--- config.mk ---
export PLATFORM = sky130hd
export DESIGN_NAME = rx_control_module_flat
export DESIGN_NICKNAME = d
export VERILOG_FILES = /design/src/rtl/rx_control_module_if.sv /design/src/rtl/rx_control_module.sv /design/src/flat_wrapper.sv
export SDC_FILE = /design/constraint.sdc
export NUM_CORES = 1
export LEC_CHECK = 0
export ABC_AREA = 1
export CAP_MARGIN = 20
export CORE_MARGIN = 10
export CORE_UTILIZATION = 51
export CTS_CLUSTER_DIAMETER = 200
export DETAILED_ROUTE_END_ITERATION = 7
export PLACE_DENSITY = 0.86
export SLEW_MARGIN = 10
export SYNTH_ARGS = -nofsm -noshare
export SYNTH_HDL_FRONTEND = slang
export SYNTH_SLANG_ARGS = --single-unit
export TNS_END_PERCENT = 100
--- constraint.sdc ---
create_clock -name CLK -period 1.42 [get_ports CLK]
set_clock_uncertainty 0.1 [all_clocks]
set_input_delay 0.284 -clock CLK [delete_from_list [all_inputs] [get_ports CLK]]
set_output_delay 0.284 -clock CLK [all_outputs]
set_load 0.01 [all_outputs]
--- src/rtl/rx_control_module_if.sv ---
// Receive-path signal bundle between the edge detector / serial line and the byte consumer.
// The master side drives the line, strobe and enable; the slave side is the receive sequencer.
interface rx_control_module_if;
    logic       Rx_Pin_In;
    logic       H2L_Sig;
    logic       Rx_En_Sig;
    logic [7:0] Rx_Data;
    logic       Rx_Done_Sig;
    logic       Frame_Err_Sig;
    logic       Rx_Busy;

    modport master (
        output Rx_Pin_In,
        output H2L_Sig,
        output Rx_En_Sig,
        input  Rx_Data,
        input  Rx_Done_Sig,
        input  Frame_Err_Sig,
        input  Rx_Busy
    );

    modport slave (
        input  Rx_Pin_In,
        input  H2L_Sig,
        input  Rx_En_Sig,
        output Rx_Data,
        output Rx_Done_Sig,
        output Frame_Err_Sig,
        output Rx_Busy
    );
endinterface

--- src/rtl/rx_control_module.sv ---
// UART receive sequencer: start-bit validation at mid-bit, 8 data bits LSB-first, one stop bit.
// Presents each good byte with a one-cycle done strobe, or a one-cycle framing-error strobe.
module rx_control_module #(
    parameter int unsigned BPS_CNT = 434
) (
    input logic                 CLK,
    input logic                 RSTn,
    rx_control_module_if.slave  rx_if
);

    localparam logic [8:0] LP_BPS_M1  = 9'(BPS_CNT - 1);
    localparam logic [8:0] LP_HALF_M1 = 9'((BPS_CNT / 2) - 1);

    typedef enum logic [2:0] {StIdle, StStart, StData, StStop, StDone} state_e;

    state_e     r_state, w_state_d;
    logic [8:0] r_cnt, w_cnt_d;
    logic [2:0] r_idx, w_idx_d;
    logic [7:0] r_shift, w_shift_d;
    logic [7:0] r_data, w_data_d;
    logic       r_done, w_done_d;
    logic       r_err, w_err_d;
    logic       r_busy;

    always_ff @(posedge CLK or negedge RSTn) begin
        if (!RSTn) begin
            r_state <= StIdle;
            r_cnt   <= '0;
            r_idx   <= '0;
            r_shift <= '0;
            r_data  <= '0;
            r_done  <= 1'b0;
            r_err   <= 1'b0;
            r_busy  <= 1'b0;
        end else begin
            r_state <= w_state_d;
            r_cnt   <= w_cnt_d;
            r_idx   <= w_idx_d;
            r_shift <= w_shift_d;
            r_data  <= w_data_d;
            r_done  <= w_done_d;
            r_err   <= w_err_d;
            r_busy  <= (w_state_d != StIdle);
        end
    end

    always_comb begin
        w_state_d = r_state;
        w_cnt_d   = r_cnt;
        w_idx_d   = r_idx;
        w_shift_d = r_shift;
        w_data_d  = r_data;
        w_done_d  = 1'b0;
        w_err_d   = 1'b0;

        // Losing enable mid-frame wins over any sample point: abort silently.
        if (r_state != StIdle && !rx_if.Rx_En_Sig) begin
            w_state_d = StIdle;
            w_cnt_d   = '0;
            w_idx_d   = '0;
        end else begin
            unique case (r_state)
                StIdle: begin
                    if (rx_if.Rx_En_Sig && rx_if.H2L_Sig) begin
                        w_state_d = StStart;
                        w_cnt_d   = '0;
                    end
                end
                StStart: begin
                    if (r_cnt == LP_HALF_M1) begin
                        w_cnt_d   = '0;
                        w_idx_d   = '0;
                        w_state_d = rx_if.Rx_Pin_In ? StIdle : StData;
                    end else begin
                        w_cnt_d = r_cnt + 9'd1;
                    end
                end
                StData: begin
                    if (r_cnt == LP_BPS_M1) begin
                        w_shift_d[r_idx] = rx_if.Rx_Pin_In;
                        w_cnt_d          = '0;
                        w_idx_d          = r_idx + 3'd1;
                        if (r_idx == 3'd7) begin
                            w_state_d = StStop;
                        end
                    end else begin
                        w_cnt_d = r_cnt + 9'd1;
                    end
                end
                StStop: begin
                    if (r_cnt == LP_BPS_M1) begin
                        w_cnt_d = '0;
                        if (rx_if.Rx_Pin_In) begin
                            w_state_d = StDone;
                            w_data_d  = r_shift;
                            w_done_d  = 1'b1;
                        end else begin
                            w_state_d = StIdle;
                            w_err_d   = 1'b1;
                        end
                    end else begin
                        w_cnt_d = r_cnt + 9'd1;
                    end
                end
                StDone: begin
                    w_state_d = StIdle;
                end
                default: begin
                    w_state_d = StIdle;
                    w_cnt_d   = '0;
                    w_idx_d   = '0;
                end
            endcase
        end
    end

    assign rx_if.Rx_Data       = r_data;
    assign rx_if.Rx_Done_Sig   = r_done;
    assign rx_if.Frame_Err_Sig = r_err;
    assign rx_if.Rx_Busy       = r_busy;

endmodule

--- src/flat_wrapper.sv ---
// flat-port wrapper written by rule: the top's interface ports become plain ports
module rx_control_module_flat 
#(
    parameter int unsigned BPS_CNT = 434
)
  (CLK, RSTn, rx_if_Rx_Pin_In, rx_if_H2L_Sig, rx_if_Rx_En_Sig, rx_if_Rx_Data, rx_if_Rx_Done_Sig, rx_if_Frame_Err_Sig, rx_if_Rx_Busy);
  rx_control_module_if rx_if_i ();
  input logic CLK;
  input logic RSTn;
  input wire logic [$bits(rx_if_i.Rx_Pin_In)-1:0] rx_if_Rx_Pin_In;
  input wire logic [$bits(rx_if_i.H2L_Sig)-1:0] rx_if_H2L_Sig;
  input wire logic [$bits(rx_if_i.Rx_En_Sig)-1:0] rx_if_Rx_En_Sig;
  output wire logic [$bits(rx_if_i.Rx_Data)-1:0] rx_if_Rx_Data;
  output wire logic [$bits(rx_if_i.Rx_Done_Sig)-1:0] rx_if_Rx_Done_Sig;
  output wire logic [$bits(rx_if_i.Frame_Err_Sig)-1:0] rx_if_Frame_Err_Sig;
  output wire logic [$bits(rx_if_i.Rx_Busy)-1:0] rx_if_Rx_Busy;
  assign rx_if_i.Rx_Pin_In = rx_if_Rx_Pin_In;
  assign rx_if_i.H2L_Sig = rx_if_H2L_Sig;
  assign rx_if_i.Rx_En_Sig = rx_if_Rx_En_Sig;
  assign rx_if_Rx_Data = rx_if_i.Rx_Data;
  assign rx_if_Rx_Done_Sig = rx_if_i.Rx_Done_Sig;
  assign rx_if_Frame_Err_Sig = rx_if_i.Frame_Err_Sig;
  assign rx_if_Rx_Busy = rx_if_i.Rx_Busy;
  rx_control_module #(.BPS_CNT(BPS_CNT)) u_core (.CLK(CLK), .RSTn(RSTn), .rx_if(rx_if_i));
endmodule
== After elaboration in Yosys (flattened, before gate mapping) ==
Cells that the tools add are included.
Operators by class
  add/subtract/negate cells: 2
  order comparisons: 2
  div/mod/pow operators: 0
  multiplexer cells: 29
  bitwise logic cells: 1
  eq/ne operators: 12
  reductions and logical operators: 13
  $mul: 0
  shift-type cells: 0
Operator list (count)
  9-bit 2-to-1 mux: 4
  9-bit one-hot mux with 4 select lines: 1
  3-bit 2-to-1 mux: 10
  3-bit one-hot mux with 4 select lines: 1
  9-bit by 1-bit adder with 9-bit output, second input constant: 1
  9-bit by 8-bit == test with 1-bit output, second input constant: 1
  9-bit == test, second input constant: 1
  1-bit 2-to-1 mux: 9
  3-bit by 1-bit inequality test with 1-bit output, second input constant: 3
  3-bit one-hot mux with 3 select lines: 1
  8-bit bitwise mux: 1
  3-bit by 2-bit == test with 1-bit output, second input constant: 2
  3-bit == test, second input constant: 2
  3-bit AND reduction: 2
  3-bit nonzero test: 2
  3-bit by 4-bit < comparator with 1-bit output, second input constant: 1
  2-bit by 1-bit inequality test with 1-bit output, second input constant: 2
  4-bit AND reduction: 1
  3-bit by 1-bit adder with 3-bit output, second input constant: 1
  1-bit demux with 3-bit select: 1
  3-bit by 1-bit == test with 1-bit output, second input constant: 1
  3-bit by 1-bit >= comparator with 1-bit output, second input constant: 1
  1-bit logical AND: 3
  3-bit zero test: 1
  6 further kinds: 6
Word-level totals
  memory bits (read-only): 0
  register bits: 34
  input port bits: 5
  word-level logic and storage cells: 67
  latch bits: 0
  memory bits (writable): 0
  memories: 0
  output and inout bits: 11

== Logic depth before layout (Yosys ltp) ==
Gate-level depths: netlist of the first run.
  depth after elaboration: 6
  gate-level depth with buffers: 11

== Least setup slack after synthesis of the first run ==
Ideal clock, no wire load.
  kind: reg-to-reg
  from: register u_core.r_cnt[1]
  to: register u_core.r_data[0], in the netlist u_core.rx_if.Rx_Data[0]
  setup time: 116 ps
  required time: 1204 ps
  period minus slack after synthesis: 1512 ps
  slack: -92 ps
  stages on the path, launching flop included: 11
  buffers on the path: 1
  arrival time: 1296 ps
  cells stage by stage: dfrtp_1 -> inv_1 -> ha_1 -> nand2_2 -> inv_1 -> nand2_1 -> nor2_2 -> nand4_2 -> buf_6 -> nand2_1 -> nand2_1
On the way
  cells in the longest elaborated chain, start to end: 2
Ends and longest elaborated chain
  from (decl): line rx_control_module.sv:17  | logic [8:0] r_cnt, w_cnt_d;
  from (signal assigned): line rx_control_module.sv:37  | r_cnt <= w_cnt_d;
  9-bit == test: line rx_control_module.sv:91  | if (r_cnt == LP_BPS_M1) begin
  4-bit AND reduction (no line)
  to (signal assigned): line rx_control_module.sv:40  | r_data <= w_data_d;
  to (decl): line rx_control_module.sv:20  | logic [7:0] r_data, w_data_d;
No other way between the ends.
A chain may end at the register's enable or synchronous reset.

== Final worst setup path of the first run ==
  from: register u_core.r_cnt[0]
  to: register u_core.r_data[0], in the netlist u_core.rx_if.Rx_Data[0]
The elaborated chain is that of the path after synthesis.

==> results of run 1 <==
[worst paths after layout]
kind                                                       endpoint  cells past startpoint  slack [ps]                           from
min in group CLK                u_core.rx_if.Rx_Data[3]$_DFFE_PN0P_                      2         390  u_core.r_shift[3]$_DFFE_PN0P_
worst min-delay path                    u_core.r_cnt[0]$_DFFE_PN0P_                      2         200                           RSTn
worst max-delay path            u_core.rx_if.Rx_Data[0]$_DFFE_PN0P_                     11        -270    u_core.r_cnt[0]$_DFFE_PN0P_
worst min register to register  u_core.rx_if.Rx_Data[3]$_DFFE_PN0P_                      2         390  u_core.r_shift[3]$_DFFE_PN0P_
max in group asynchronous       u_core.rx_if.Rx_Data[3]$_DFFE_PN0P_                      2         830                           RSTn
worst max register to register  u_core.rx_if.Rx_Data[0]$_DFFE_PN0P_                     11        -270    u_core.r_cnt[0]$_DFFE_PN0P_
[kinds of logic after synthesis]
logic type | share of synthesized area, %
xor+xnor | 1.996
simple gates | 33.14
fa+ha+maj | 3.564
buf+inv | 7.341
compound gates | 5.488
flops | 48.47
[routing by layer]
metal  global-route usage, %  wire (um)  part of all wire, %  vias up
li1                        -          -                    -      819
met1                   16.50       2273                   36      894
met2                   29.77       3277                   51      171
met3                   3.759        573                  9.0       40
met4                   7.168        263                  4.1        0
met5                       0          0                    0        -
[state kept, by name, indices dropped and copies added, names as in the netlist]
signal and cells:
u_core.r_idx 3, u_core.r_shift 8, u_core.rx_if.Rx_Data 8, u_core.rx_if.Frame_Err_Sig 1, u_core.rx_if.Rx_Done_Sig 1, u_core.rx_if.Rx_Busy 1
u_core.r_state 3, u_core.r_cnt 9
[area by class of cell]
type,instances,area [um2]
clock buffers,5,37.54
repair buffers,53,460.4
flip-flops and latches,34,852.1
clock inverters,3,40.04
well taps,46,57.56
multi-input cells,158,1055
inverters,27,106.4
fillers,168,728.2
[synth_stat cells]
cell type	count
xor2_1	4
nand2_1	83
nor3_1	3
ha_1	5
nand2_2	4
o22ai_1	1
or2_1	1
nand3_2	1
o21ai_1	12
o21ai_0	1
a21oi_1	5
inv_1	19
nand4_1	9
nor2_1	10
nand4_2	1
nor2_4	1
buf_2	1
dfrtp_1	34
nor3_2	2
inv_2	8
nor2_2	5
buf_6	2
nand3_1	9
[power by group]
group	leakage, nW	internal [mW]	total, mW	switching (mW)
Sequential	0.470	1.02	1.07	0.0518
Combinational	0.812	0.357	0.920	0.563
Clock	0.0450	0.365	0.709	0.344
[what timing repair did]
action,CTS,global route
endpoints found under the setup margin,44,43
setup buffers,2,9
pin swaps,10,13
resized for setup,50,53
cloned,2,0
[worst register-to-register path: cells and delay by family, from the launching register on]
family                   cells  cell delay [ps]
AND/OR/NAND/NOR              6              590
adder cells (fa/ha/maj)      1              130
flip-flops                   1              420
buffers and inverters        4              390
[per-stage QoR]
stage	cells	setup TNS (ps)
6_report	326	-6316
4_1_cts	317	-3516
2_1_floorplan	221	-467.9
5_1_grt	326	-8186
3_3_place_gp	305	-5872
3_5_place_dp	305	-7339
==> impl_metrics.py, run 1 <==
metrics = {
    "sta": {
        "slew_headroom_pct": 69.69,
        "hold_ws_ps": 202.2,
        "maxSlewViolCount": 0,
        "clock.fmax_mhz": 591.5,
        "rsz0062_at_grt": "yes",
        "hold_viol_final": 0,
        "fin_crit_sh_pct": 119.1,
        "worst_slew_pin_slew_ps": 452.2,
        "finalSetupViolations": 34,
        "period_minus_slack_ps": 1691,
        "setup_ws_ps": -270.6,
    },
    "clock_network": {
        "insertion_delay_ps": 340,
        "cts.sinks": 34,
        "root_buffer": "clkbuf_4",
        "htree_levels": 2,
        "clk_pin_slew_ps": 110,
        "cts_buffers": 5,
        "hold_buffers": 0,
        "clk_path_buf_depth": 2,
        "cts_tree": "yes",
    },
    "yosys": {
        "ys_warn_count": 0,
        "synth_area_leaders": "dfrtp_1 48%, nand2_1 18%, inv_1 4.1%",
        "ys_seq_elements": 34,
        "syn_nets": 231,
        "synthCells": 221,
        "netlist_area_um2": 1755,
        "ys_types": 23,
        "synth.yosys.seq_area_share_pct": 48.47,
        "post_synth.cell_area_avg_um2": 7.943,
        "yosysTopAreaCellShare_pct": 48.47,
        "yosys.area.top_type": "dfrtp_1",
    },
    "global_routing": {
        "antenna_found_initial": 0,
        "track_usage_pct": 15.97,
        "grt_pass1_wl_mm": 7.997,
        "grt.overflow.total": 0,
        "grt_pass1_vias": 1769,
        "grt_start_max_net_pins": 35,
    },
    "run_status": {
        "violations": "negative setup slack",
        "status": "finished, violations left",
    },
    "cells_and_area": {
        "antennaDiodeCount": 0,
        "layout.cells.most_common": "nand2_1",
        "final_core_util_pct": 78.18,
        "layout_common_cells": "52 x nand2_1, 33 x dfrtp_1, 31 x buf_4",
        "syn_to_final_growth_pct": 48.61,
        "drive_above_1_share_pct": 44.64,
        "final_cell_area_um2": 2609,
        "fin_nets": 289,
    },
    "die": {
        "io_pins": 16,
        "core-area_um2": 3337,
        "initial_core_util_pct": 52.61,
        "num_rows": 21,
        "die_w_um": 78.67,
        "fp.dieH_um": 78.67,
        "die-area_um2": 6189,
    },
    "placed_design": {
        "dpl_cell_area_um2": 2157,
        "dp_hpwl_mm": 3.083,
        "gp_congestion": 0.8949,
        "io_buffers": 15,
        "pre_cts_slack_ps": -330.5,
    },
    "flow_run": {
        "cap_violations": 0,
    },
    "drt": {
        "wl_per_cell_um": 19.60,
        "postRouteAntennaNets": 0,
        "drc_errors": 0,
        "vias": 1924,
        "drt_iter0_markers": 279,
        "first_pass_iters": 5,
        "postRouteWirelength_mm": 6.388,
        "detail_route.vias_per_cell": 5.902,
    },
    "power_and_ir_drop": {
        "cellPowerDensity_nw_per_um2": 1034,
        "peakVddDrop_uv": 736.8,
        "power_mw": 2.697,
        "cellLeakagePower_nw": 1.327,
    },
    "critical_path": {
        "crit_top_cell": "nand2_2",
        "cp.required_ps": 1600,
        "critPathMaxStageDelay_ps": 420,
        "path_cells": "buf_6 -> ha_4 -> nand2_4 -> inv_2 -> nand2_2 -> nor2_4 -> nand4_4 -> clkinv_4 -> buf_12 -> nand2_1 -> nand2_2",
        "path_buf_inv": 4,
        "cp_top_family": "simple AND/OR/NAND/NOR gates",
        "critPathKind": "reg -> reg",
        "arrival_ps": 1870,
        "startpoint_type": "flop",
        "cp_max_fo": 4,
        "cpMaxStageDelayCell": "dfrtp_2",
        "cp-end-kind": "flop",
    },
    "worst_hold_path": {
        "min-delay-path-class": "in -> async",
    },
}
(Power assumes the default switching activity.)
==> run 2, diff against run 1 <==
Settings changed: CORE_UTILIZATION 51 to 61, PLACE_DENSITY 0.86 to 0.95.
Clock period 1.42 ns to 2.2 ns, I/O delays scaled along.
==> run 2 against run 1 <==
The flow now finishes without violations; clock-buffer cell count stayed put; sequential share of layout area is 9.1 points higher; sequential power is 36% lower; largest cell class is now flip-flops and latches; sequential cell count stayed put; maximum frequency is 9.5% lower; design area is 22% lower.
==> impl_metrics.py, run 2 (synthesized netlist as in run 1, its figures left out) <==
metrics = {
    "cells_and_area": {
        "layout_common_cells": "83 x nand2_1, 34 x dfrtp_1, 19 x inv_1",
        "final.fill_count": 194,
        "layout.cells.most_common": "nand2_1",
        "largest_register": "u_core.r_cnt",
        "drive_above_1_share_pct": 13.17,
        "final_cell_count_no_fill": 274,
        "final_core_util_pct": 73.91,
        "largest_register_ffs": 9,
        "fin_nets": 252,
        "syn_to_final_growth_pct": 16.11,
        "antennaDiodeCount": 0,
    },
    "critical_path": {
        "critPathMaxStageDelay_ps": 420,
        "rr_startpoint": "u_core.r_cnt[1]$_DFFE_PN0P_",
        "startpoint_type": "flop",
        "cp-end-kind": "flop",
        "critPathKind": "reg -> reg",
        "path_cells": "inv_1 -> ha_1 -> nand2_2 -> inv_1 -> nand2_1 -> nor2_2 -> nand4_2 -> buf_4 -> nand2_1 -> nand2_1",
        "cp-startpoint": "u_core.r_cnt[1]$_DFFE_PN0P_",
        "arrival_ps": 2020,
        "cpMaxStageDelayCell": "dfrtp_1",
        "cp_max_fo": 8,
        "cp.required_ps": 2350,
        "crit_top_cell": "nand2_1",
    },
    "drt": {
        "drt_iter0_markers": 133,
        "first_pass_iters": 4,
        "postRouteAntennaNets": 0,
        "drc_errors": 0,
        "postRouteWirelength_mm": 3.434,
        "vias": 1458,
        "wl_per_cell_um": 12.53,
        "detail_route.vias_per_cell": 5.321,
    },
    "die": {
        "io_pins": 16,
        "initial_core_util_pct": 63.66,
        "fp.dieH_um": 73.65,
        "die_w_um": 73.65,
        "die-area_um2": 5424,
        "num_rows": 19,
        "core-area_um2": 2758,
    },
    "clock_network": {
        "insertion_delay_ps": 350,
        "post_cts_resized": 0,
        "clk_pin_slew_ps": 120,
        "cts.sinks": 34,
        "clk_path_buf_depth": 2,
        "hold_buffers": 0,
        "htree_levels": 2,
        "root_buffer": "clkbuf_4",
        "cts_setup_buffers": 0,
        "cts_tree": "yes",
        "cts_buffers": 5,
    },
    "global_routing": {
        "grt_pass1_vias": 1342,
        "track_usage_pct": 14.01,
        "grt_pass1_wl_mm": 5.996,
        "antenna_found_initial": 0,
        "grt_start_max_net_pins": 35,
        "grt.overflow.total": 0,
    },
    "sta": {
        "hold_ws_ps": 372.1,
        "hold_viol_final": 0,
        "finalSetupTns_ps": 0,
        "maxSlewViolCount": 0,
        "rsz0062_at_grt": "no",
        "worst_slew_pin_slew_ps": 407.9,
        "slew_headroom_pct": 72.81,
        "finalSetupViolations": 0,
        "fin_crit_sh_pct": 84.87,
        "period_minus_slack_ps": 1867,
        "clock.fmax_mhz": 535.6,
    },
    "placed_design": {
        "io_buffers": 15,
        "dp_hpwl_mm": 2.437,
        "dp.cells": 266,
        "gp_congestion": 0.8330,
    },
    "flow_run": {
        "cap_violations": 0,
    },
    "worst_hold_path": {
        "min-delay-path-class": "in -> async",
    },
    "power_and_ir_drop": {
        "cellPowerDensity_nw_per_um2": 759.7,
        "cellLeakagePower_nw": 1.027,
        "peakVddDrop_uv": 706.0,
    },
    "run_status": {
        "status": "finished, final reports clean",
    },
}
==> run 2: cell count changes in the layout (fill, tap and decap cells not counted), moves of 5 or more <==
cell             delta
nand2_4             -9
buf_4              -29
a21oi_2             -5
nand2_2            -21
buf_6               -5
a21oi_1             +5
clkdlybuf4s50_1    +11
nand2_1            +31
clkdlybuf4s15_1     -5
nor2_4              -5
==> run 2: per-layer routing <==
| metal | global-route usage [%] | share of wire (%) | vias up |
|---|---|---|---|
| li1 | - | - | 736 |
| met1 | 17.83 | 48 | 681 |
| met2 | 21.31 | 45 | 36 |
| met3 | 5.249 | 6.5 | 5 |
| met4 | 4.762 | 1.3 | 0 |
| met5 | 0 | 0 | - |
==> run 2: metrics by stage <==
step,cell area (um2),power (mW),setup slack [ps]
4_1_cts,2038,1.557,350.1
6_report,2038,1.548,332.9
3_5_place_dp,1932,0.9650,224.6
2_1_floorplan,1755,0.8837,687.8
5_1_grt,2038,1.624,113.4
3_3_place_gp,1932,0.9596,253.4
==> run 2: cell type report <==
type                            count  area, um2  share of cell area, %
Clock inverter                      3      68.82                  3.376
Timing Repair Buffer               17      165.2                  8.103
Multi-Input combinational cell    157      775.7                  38.06
Inverter                           27      101.3                  4.972
Sequential cell                    34      850.8                  41.74
Clock buffer                        5      37.54                  1.842
Tap cell                           31      38.79                  1.903
==> run 2: worst max-delay path, delay by kind of cell (launching register included) <==
kind | cells | cell delay [ps]
fa+ha+maj | 1 | 170
buf+inv | 3 | 410
flops | 1 | 420
simple gates | 6 | 660
==> run 2: path summary, 6_finish.rpt <==
| check | to | slack (ps) | cells past startpoint |
|---|---|---|---|
| max | u_core.rx_if.Rx_Data[2]$_DFFE_PN0P_ | 330 | 10 |
| min | u_core.rx_if.Rx_Data[2]$_DFFE_PN0P_ | 370 | 2 |
| max reg2reg | u_core.rx_if.Rx_Data[2]$_DFFE_PN0P_ | 330 | 10 |
| min reg2reg | u_core.rx_if.Rx_Data[3]$_DFFE_PN0P_ | 390 | 2 |
| max in group asynchronous | u_core.r_shift[3]$_DFFE_PN0P_ | 1320 | 2 |
| min in group CLK | u_core.rx_if.Rx_Data[3]$_DFFE_PN0P_ | 390 | 2 |
==> run 2: where the power goes <==
part           internal (mW)  switching (mW)  leakage, nW
sequential             0.654          0.0266        0.471
combinational         0.0885           0.187        0.501
clock                  0.356           0.237       0.0554
==> run 3, diff against run 2 <==
Settings changed: CORE_UTILIZATION 61 to 51, PLACE_DENSITY 0.95 to 0.86.
Clock period 2.2 ns to 1.6 ns, I/O delays scaled along.
==> run 3 against run 2 <==
Clock power fell by 14%; sequential share of layout area fell by 5.6 points; critical path type unchanged; the run now ends with negative setup slack left; first-iteration DRC count fell by 2.3%; critical path depth rose by 2; die area rose by 14%; sequential cell count did not move; non-clock buffer count rose by 21; register-to-register slack got worse by 390 ps; sequential power rose by 38%.
==> impl_metrics.py, run 3 (synthesized netlist as in run 1, its figures left out) <==
metrics = {
    "sta": {
        "setup_ws_ps": -54.55,
        "maxSlewViolCount": 0,
        "worst_slew_pin_slew_ps": 290.1,
        "fin_crit_sh_pct": 103.4,
        "slew_headroom_pct": 80.55,
        "clock.fmax_mhz": 604.4,
        "hold_viol_final": 0,
        "finalSetupViolations": 19,
        "hold_ws_ps": 240.5,
        "finalSetupTns_ps": -300.7,
        "period_minus_slack_ps": 1655,
        "rsz0062_at_grt": "yes",
    },
    "critical_path": {
        "cp_max_fo": 3,
        "startpoint_type": "flop",
        "cp-end-kind": "flop",
        "rr_startpoint": "u_core.r_cnt[1]$_DFFE_PN0P_",
        "worstReg2RegEnd": "u_core.r_idx[0]$_DFFE_PN0P_",
        "rrSetupSlack_ps": -50,
        "arrival_ps": 1790,
        "cp.required_ps": 1730,
        "critPathKind": "reg -> reg",
        "worst_r2r_path_depth": 12,
    },
    "cells_and_area": {
        "final.fill_count": 246,
        "layout_common_cells": "67 x nand2_1, 34 x dfrtp_1, 19 x buf_4",
        "regArea_um2": 850.8,
        "multi_input_area_um2": 940.9,
        "largest_register_ffs": 9,
        "drive_above_1_share_pct": 29.43,
        "largest_register": "u_core.r_cnt",
        "fin_nets": 274,
        "syn_to_final_growth_pct": 34.07,
        "layout.cells.most_common": "nand2_1",
        "final_cell_count_no_fill": 311,
        "antennaDiodeCount": 0,
    },
    "power_and_ir_drop": {
        "intPower_mw": 1.367,
        "peakVddDrop_uv": 445.4,
        "seq_power_share_pct": 45.4,
        "cellPowerDensity_nw_per_um2": 881.9,
        "power_mw": 2.076,
        "power.clock.fraction_pct": 24.6,
        "pwr-share-comb_pct": 30.1,
        "cellLeakagePower_nw": 1.259,
        "p_switching_uw": 708.3,
        "p_sw_share_pct": 34.12,
    },
    "global_routing": {
        "grt_pass1_vias": 1580,
        "grt.overflow.total": 0,
        "track_usage_pct": 13.75,
        "grt_pass1_wl_mm": 7.017,
        "grt_start_max_net_pins": 35,
        "antenna_found_initial": 0,
    },
    "clock_network": {
        "hold_buffers": 0,
        "htree_levels": 2,
        "insertion_delay_ps": 330,
        "clk_path_buf_depth": 2,
        "cts.sinks": 34,
        "clk_pin_slew_ps": 110,
        "root_buffer": "clkbuf_4",
        "cts_tree": "yes",
        "cts_buffers": 5,
    },
    "drt": {
        "detail_route.vias_per_cell": 5.174,
        "vias": 1609,
        "drc_errors": 0,
        "first_pass_iters": 5,
        "drt_iter0_markers": 130,
        "postRouteWirelength_mm": 4.200,
        "wl_per_cell_um": 13.50,
        "postRouteAntennaNets": 0,
    },
    "die": {
        "fp.dieH_um": 78.67,
        "io_pins": 16,
        "num_rows": 21,
        "initial_core_util_pct": 52.61,
        "die_w_um": 78.67,
        "core-area_um2": 3337,
        "die-area_um2": 6189,
    },
    "placed_design": {
        "io_buffers": 15,
        "dp.cells": 298,
        "dp_hpwl_mm": 2.726,
        "gp_congestion": 0.9031,
    },
    "flow_run": {
        "cap_violations": 0,
    },
    "run_status": {
        "status": "finished, violations left",
        "violations": "negative setup slack",
    },
    "worst_hold_path": {
        "min-delay-path-class": "in -> async",
    },
}
## run 3: cell count changes in the layout (fill, tap and decap cells not counted), moves of 4 or more
cell / previous run / this run
nand2_2: 4 / 15
buf_4: 2 / 19
nor2_4: 1 / 5
nand2_1: 83 / 67
clkdlybuf4s50_1: 15 / 4
dlygate4sd2_1: 0 / 11
nand2_4: 0 / 5
## run 3: power groups by stage
stage / clock (mW) / sequential [mW] / combinational (mW)
floorplan: 0 / 0.953 / 0.262
global placement: 0 / 0.943 / 0.480
detailed placement: 0 / 0.947 / 0.497
CTS: 0.519 / 0.932 / 0.567
global route: 0.545 / 0.948 / 0.685
finish: 0.510 / 0.942 / 0.624
## run 3: worst max-delay path, cell delays in order, from the launching register on
cell and delay, ps:
dfrtp_1 420, inv_2 90, buf_4 130, ha_4 120
nand2_1 60, nor2_1 120, nand2_1 80, nand2_2 90
nand2_1 60, nand2_1 80, nand2_2 70, nand2_1 70
nand2_1 50
## run 3: worst max-delay path by stage
stage | startpoint | endpoint | slack (ps)
after floorplan | u_core.r_cnt[1]$_DFFE_PN0P_ | u_core.rx_if.Rx_Data[0]$_DFFE_PN0P_ | 90
after global placement | rx_if_Rx_En_Sig | u_core.r_shift[1]$_DFFE_PN0P_ | -170
after detailed placement | rx_if_Rx_En_Sig | u_core.r_cnt[6]$_DFFE_PN0P_ | -220
after CTS | u_core.r_cnt[1]$_DFFE_PN0P_ | u_core.rx_if.Rx_Data[6]$_DFFE_PN0P_ | 3
after global routing | u_core.r_cnt[1]$_DFFE_PN0P_ | u_core.r_shift[1]$_DFFE_PN0P_ | -170
final | u_core.r_cnt[1]$_DFFE_PN0P_ | u_core.r_idx[0]$_DFFE_PN0P_ | -50
## run 3: routing by layer
metal	track usage (%)	wire (um)	vias up	share of wire, %
met5	0	0	-	0
met3	3.189	252	8	6.0
met4	6.452	68	0	1.6
met2	23.77	2203	59	52
met1	15.66	1675	756	40
li1	-	-	786	-
## run 3: final cells by class
| cell class | instances | area share (%) |
|---|---|---|
| sequential | 34 | 36.15 |
| tap | 46 | 2.446 |
| clock buffer | 6 | 2.180 |
| multi-input combinational | 158 | 39.98 |
| timing repair buffer | 38 | 14.30 |
| clock inverter | 2 | 0.5316 |
| inverter | 27 | 4.413 |
## run 3: per-stage QoR
| stage | setup WS, ps | utilization (%) | area [um2] |
|---|---|---|---|
| floorplan | 87.80 | - | 1755 |
| global placement | -170.4 | 62.65 | 2091 |
| detailed placement | -218.0 | 62.65 | 2091 |
| CTS | 3.325 | 67.72 | 2260 |
| global route | -171.8 | 70.53 | 2354 |
| finish | -54.55 | 70.53 | 2354 |
## run 3: what timing repair did
action                                  4_1_cts  5_1_grt
pin swaps                                     6       15
gates resized for setup                      31       24
endpoints found under the setup margin       41       31
gates cloned                                  1        0
setup buffers                                 4        0
